**config.mk**
```make
export PLATFORM = sky130hd
export DESIGN_NAME = bcd_room_counter
export DESIGN_NICKNAME = d
export VERILOG_FILES = /design/src/rtl/bcd_room_counter.sv
export SDC_FILE = /design/constraint.sdc
export NUM_CORES = 1
export LEC_CHECK = 0
export BUFFER_PORTS_ARGS = -buffer_cell sky130_fd_sc_hd__buf_4
export CELL_PAD_IN_SITES_DETAIL_PLACEMENT = 1
export CELL_PAD_IN_SITES_GLOBAL_PLACEMENT = 2
export CORE_MARGIN = 2
export CORE_UTILIZATION = 30
export DETAILED_ROUTE_END_ITERATION = 16
export GPL_TIMING_DRIVEN = 0
export PLACE_DENSITY = 0.87
export SLEW_MARGIN = 10
export SYNTH_ARGS = -nofsm -noshare
export SYNTH_HDL_FRONTEND = slang
export SYNTH_SLANG_ARGS = --single-unit
```
**constraint.sdc**
```tcl
create_clock -name Clock -period 2.22 [get_ports Clock]
set_clock_uncertainty 0.05 [all_clocks]
set_input_delay 0.333 -clock Clock [delete_from_list [all_inputs] [get_ports Clock]]
set_output_delay 0.333 -clock Clock [all_outputs]
set_load 0.01 [all_outputs]
```
**src/rtl/bcd_room_counter.sv**
```systemverilog
// Multi-digit BCD up/down room tally with a synchronised, edge-detected step input.
// Also provides parallel load, wrap/saturate boundary modes and one-cycle status pulses.
module bcd_room_counter #(
  parameter int          DIGITS   = 2,
  parameter int          SEL_W    = 8,
  parameter int unsigned SEL_UP   = 5,
  parameter int unsigned SEL_DOWN = 21,
  parameter bit          WRAP     = 1'b1
) (
  input  logic                  Clock,
  input  logic                  Reset,
  input  logic [SEL_W-1:0]      Selector,
  input  logic                  Increment,
  input  logic                  Load,
  input  logic [4*DIGITS-1:0]   LoadValue,
  output logic [4*DIGITS-1:0]   RoomDigits,
  output logic                  Carry,
  output logic                  Borrow,
  output logic                  AtLimit,
  output logic                  LoadError,
  output logic                  Zero
);

  localparam int W = 4 * DIGITS;

  logic         inc_s1_q, inc_s2_q, inc_prev_q;
  logic [W-1:0] digits_q, digits_d;
  logic         carry_q, carry_d, borrow_q, borrow_d;
  logic         at_limit_q, at_limit_d, load_err_q, load_err_d;
  logic         zero_q;

  logic         step;
  logic [W-1:0] inc_val, dec_val;
  logic         inc_c, dec_b;
  logic         all_nines, all_zero, load_ok;

  // Two flops resynchronise the pushbutton; the third remembers the last level.
  assign step = inc_s2_q & ~inc_prev_q;

  // Ripple the BCD carry/borrow from digit 0 upward.
  always_comb begin
    // NOTE: blocking assignments here model a combinational ripple chain;
    // every variable gets a default first so no latch can be inferred.
    inc_val   = digits_q;
    dec_val   = digits_q;
    inc_c     = 1'b1;
    dec_b     = 1'b1;
    all_nines = 1'b1;
    all_zero  = 1'b1;
    load_ok   = 1'b1;
    for (int i = 0; i < DIGITS; i++) begin
      if (inc_c) begin
        if (digits_q[4*i +: 4] == 4'd9) begin
          inc_val[4*i +: 4] = 4'd0;
        end else begin
          inc_val[4*i +: 4] = digits_q[4*i +: 4] + 4'd1;
          inc_c             = 1'b0;
        end
      end
      if (dec_b) begin
        if (digits_q[4*i +: 4] == 4'd0) begin
          dec_val[4*i +: 4] = 4'd9;
        end else begin
          dec_val[4*i +: 4] = digits_q[4*i +: 4] - 4'd1;
          dec_b             = 1'b0;
        end
      end
      all_nines = all_nines & (digits_q[4*i +: 4] == 4'd9);
      all_zero  = all_zero  & (digits_q[4*i +: 4] == 4'd0);
      load_ok   = load_ok   & (LoadValue[4*i +: 4] <= 4'd9);
    end
  end

  always_comb begin
    digits_d   = digits_q;
    carry_d    = 1'b0;
    borrow_d   = 1'b0;
    at_limit_d = 1'b0;
    load_err_d = 1'b0;
    if (Load) begin
      // A step arriving with Load is dropped, never deferred.
      if (load_ok) digits_d = LoadValue;
      else         load_err_d = 1'b1;
    end else if (step) begin
      if (Selector == SEL_W'(SEL_UP)) begin
        if (!all_nines)  digits_d = inc_val;
        else if (WRAP) begin
          digits_d = '0;
          carry_d  = 1'b1;
        end else         at_limit_d = 1'b1;
      end else if (Selector == SEL_W'(SEL_DOWN)) begin
        if (!all_zero)   digits_d = dec_val;
        else if (WRAP) begin
          digits_d = {DIGITS{4'd9}};
          borrow_d = 1'b1;
        end else         at_limit_d = 1'b1;
      end
    end
  end

  always_ff @(posedge Clock) begin
    // NOTE: sequential state uses non-blocking assignments so every flop
    // samples the pre-edge values; Reset is synchronous and overrides all.
    if (Reset) begin
      inc_s1_q   <= 1'b0;
      inc_s2_q   <= 1'b0;
      inc_prev_q <= 1'b0;
      digits_q   <= '0;
      carry_q    <= 1'b0;
      borrow_q   <= 1'b0;
      at_limit_q <= 1'b0;
      load_err_q <= 1'b0;
      zero_q     <= 1'b1;
    end else begin
      inc_s1_q   <= Increment;
      inc_s2_q   <= inc_s1_q;
      inc_prev_q <= inc_s2_q;
      digits_q   <= digits_d;
      carry_q    <= carry_d;
      borrow_q   <= borrow_d;
      at_limit_q <= at_limit_d;
      load_err_q <= load_err_d;
      zero_q     <= (digits_d == '0);
    end
  end

  assign RoomDigits = digits_q;
  assign Carry      = carry_q;
  assign Borrow     = borrow_q;
  assign AtLimit    = at_limit_q;
  assign LoadError  = load_err_q;
  assign Zero       = zero_q;

endmodule

```
==> reports/qor.yml <==
sta:
  max_freq_mhz: 463
  period_share_pct: 97.3
  tightest_slew_ns: 0.516
  min_period_ns: 2.16
  final.setup.worst_slack_ns: 0.0605
  setup_viol: 0
  final_max_slew_viol_count: 0
  final_hold_viol_count: 0
  slew_headroom_pct: 65.6
cts:
  path_clk_slew_ns: 0.07
  h-tree-depth: 1
  cts_hold_buf: 0
  cts.sinks: 15
  cts_root_buffer: "clkbuf_8"
  cts_tree: "done"
  numCtsBuffers: 3
  clock_latency_ns: 0.25
  clock_path_buffers: 2
status:
  status: "finished clean"
setup_path:
  worst-path-max-fanout: 9
  timing.rr.start: "RoomDigits[0]$_SDFF_PP0_"
  worstPathRequired_ns: 2.32
  reg2reg_slack_ns: 0.06
  startpoint: "RoomDigits[0]$_SDFF_PP0_"
  rr_worst_depth: 8
  cp-end-kind: "flop"
  start_kind: "flop"
  critPathArrivalTime_ns: 2.26
  path_class: "flop to flop"
  rr_endpoint: "Zero$_SDFF_PP1_"
  crit_end: "Zero$_SDFF_PP1_"
synthesis:
  syn_area_mm2: 0.00134
  yosys-top-cells-area: "dfxtp_1, ha_1, nor2_1, nand2_1, nand3_1"
  yosysUniqueCellTypes: 57
  yosysTopAreaCell: "dfxtp_1"
  ys.flop_type: "dfxtp_1"
  syn_nets: 191
  synth-seq-area-share_pct: 22.4
  avgSynthCellArea_um2: 8.16
  synth-edff-count: 0
  synth_cells: 164
  synth-warning-count: 0
  async_flop_share_pct: 0
  synth_top_area_share_pct: 22.4
  ys_ff_latch: 15
worst_hold_path:
  hold_path.class: "primary input to flop"
  hold_start: "Reset"
pwr:
  power_frac_comb_pct: 34.3
  ir_drop_mv: 0.223
  seqPwrFrac_pct: 37.2
  power.switching_mw: 0.277
  power_density_mw_per_mm2: 458
  internal_power_mw: 0.547
  p_leak_nw: 0.724
  power_frac_clock_pct: 28.4
  swShare_pct: 33.6
drt:
  vias_per_cell: 5.54
  first_pass_iters: 4
  routed_wl_um: 4320
  drtAntennaViolNets: 0
  drtIter0Drc: 84
  vias: 1401
  route.detailed.drc: 0
  avgRoutedWirePerCell_um: 17.1
placed_design:
  place_hpwl_um: 3290
  gp_congestion: 0.827
  post-place-ws_ns: -0.275
  place_area_mm2: 0.00164
  portBuffers: 31
final_layout:
  design_area_mm2: 0.00180
  postLayoutCoreUtil_pct: 41.6
  drive_gt1_share_pct: 34.8
  nNetsFinal: 229
  antenna_cells: 0
  area_delta_synth_final_pct: 34.5
  fill_cells: 532
global_route:
  grt_pass1_vias: 1458
  grt_antenna_before_repair: 0
  grt_max_degree: 11
  track_usage_pct: 17.8
  grt_pass1_wl_um: 7250
  overflow: 0
floorplan:
  core_area_mm2: 0.00432
  io_pins: 33
  dieWidth_um: 70.8
  rows: 24
  start_util_pct: 31.0
  die_h_um: 70.8
  die-area_mm2: 0.00501
job:
  maxCapViolations: 0
## critical path, stage by stage, from the launching register on
cell      delay (ns)
dfxtp_4         0.39
inv_2           0.09
ha_4            0.16
and4bb_2        0.28
nand3_1         0.15
nor4_2          0.35
o41ai_2         0.11
and4bb_1        0.23
a41o_1          0.24
## flip-flops by register name, summed over array words and instances, names as in the netlist
name and cells:
LoadError 1, Carry 1, inc_prev_q 1, RoomDigits 8, inc_s1_q 1, inc_s2_q 1, Zero 1, Borrow 1
## worst min path at each step
stage,to,cells after the start
final,inc_s1_q$_SDFF_PP0_,2
after global routing,inc_s1_q$_SDFF_PP0_,2
after CTS,inc_s1_q$_SDFF_PP0_,2
after detailed placement,inc_s2_q$_SDFF_PP0_,1
after global placement,inc_s2_q$_SDFF_PP0_,1
after floorplan,inc_prev_q$_SDFF_PP0_,1
## layout by cell type (no fill, tap or decap), drive strengths merged, types with 3 or more instances in the layout
| cell type | n |
|---|---|
| or4b | 3 |
| ha | 7 |
| a211oi | 5 |
| nand4 | 4 |
| nor3b | 5 |
| nand3 | 8 |
| dfxtp | 15 |
| a21oi | 7 |
| nor3 | 5 |
| o32ai | 3 |
| clkbuf | 6 |
| nor4 | 4 |
| nor2 | 15 |
| inv | 8 |
| o21ai | 9 |
| nor2b | 4 |
| nand2 | 14 |
| buf | 38 |
## final cells by class
cell class / count / area, um^2 / area share, %
inverters: 8 / 32.5 / 1.81
plain buffers: 9 / 72.6 / 4.03
multi-input cells: 132 / 1030 / 57.1
well taps: 52 / 65.1 / 3.61
repair buffers: 33 / 248 / 13.8
clock buffers: 3 / 41.3 / 2.29
clock inverters: 1 / 5.00 / 0.278
flip-flops and latches: 15 / 308 / 17.1
## cell usage after synthesis, types with 2 or more instances
cell type,n
a211oi_1,5
a21oi_1,7
and4bb_1,2
buf_4,3
buf_6,2
clkbuf_1,3
dfxtp_1,15
ha_1,7
inv_1,8
nand2_1,13
nand3_1,8
nand4_1,4
nor2_1,15
nor2b_1,4
nor3_1,4
nor3b_1,5
nor4_1,4
o21a_1,2
o21ai_0,4
o21ai_1,5
o221ai_1,2
o22ai_1,2
o31a_1,2
o32ai_1,3
or4b_1,2
xor2_1,2
## what timing repair did
action | CTS | global route
setup buffers | 0 | 2
pin swaps | 1 | 2
gates cloned | 0 | 0
resized for setup | 10 | 14
endpoints found under the setup margin | 3 | 1
## cells by family after synthesis
| family | after synthesis | synth area share [%] |
|---|---|---|
| AND/OR/NAND/NOR | 79 | 38.8 |
| AO/OA/AOI/OAI | 43 | 23.3 |
| buffers and inverters | 17 | 7.38 |
| flip-flops | 15 | 22.4 |
| adder cells (fa/ha/maj) | 7 | 6.54 |
| XOR/XNOR | 2 | 1.31 |
| other | 1 | 0.280 |
## metrics by stage
stage	TNS, ns	hold WS [ns]	total power, mW	std cells
after global routing	-0.0167	0.225	0.873	253
after floorplan	0	0.355	0.463	164
final	0	0.225	0.824	253
after CTS	0	0.226	0.806	251
after global placement	-0.320	0.378	0.556	247
after detailed placement	-0.359	0.391	0.564	247
## layer usage
layer,vias up,GRT usage (%),share of wire (%)
met5,-,0,0
met4,0,5.24,1.7
met3,9,2.28,3.9
met2,34,30.3,49
met1,665,23.7,46
li1,693,-,-
## power groups by stage
stage / Combinational, mW / Sequential (mW) / Clock (mW)
after global routing: 0.309 / 0.309 / 0.255
after detailed placement: 0.254 / 0.310 / 0
after CTS: 0.264 / 0.305 / 0.237
after floorplan: 0.152 / 0.311 / 0
final: 0.283 / 0.307 / 0.235
after global placement: 0.247 / 0.309 / 0
Note: power is estimated with default switching activity, not from simulation.
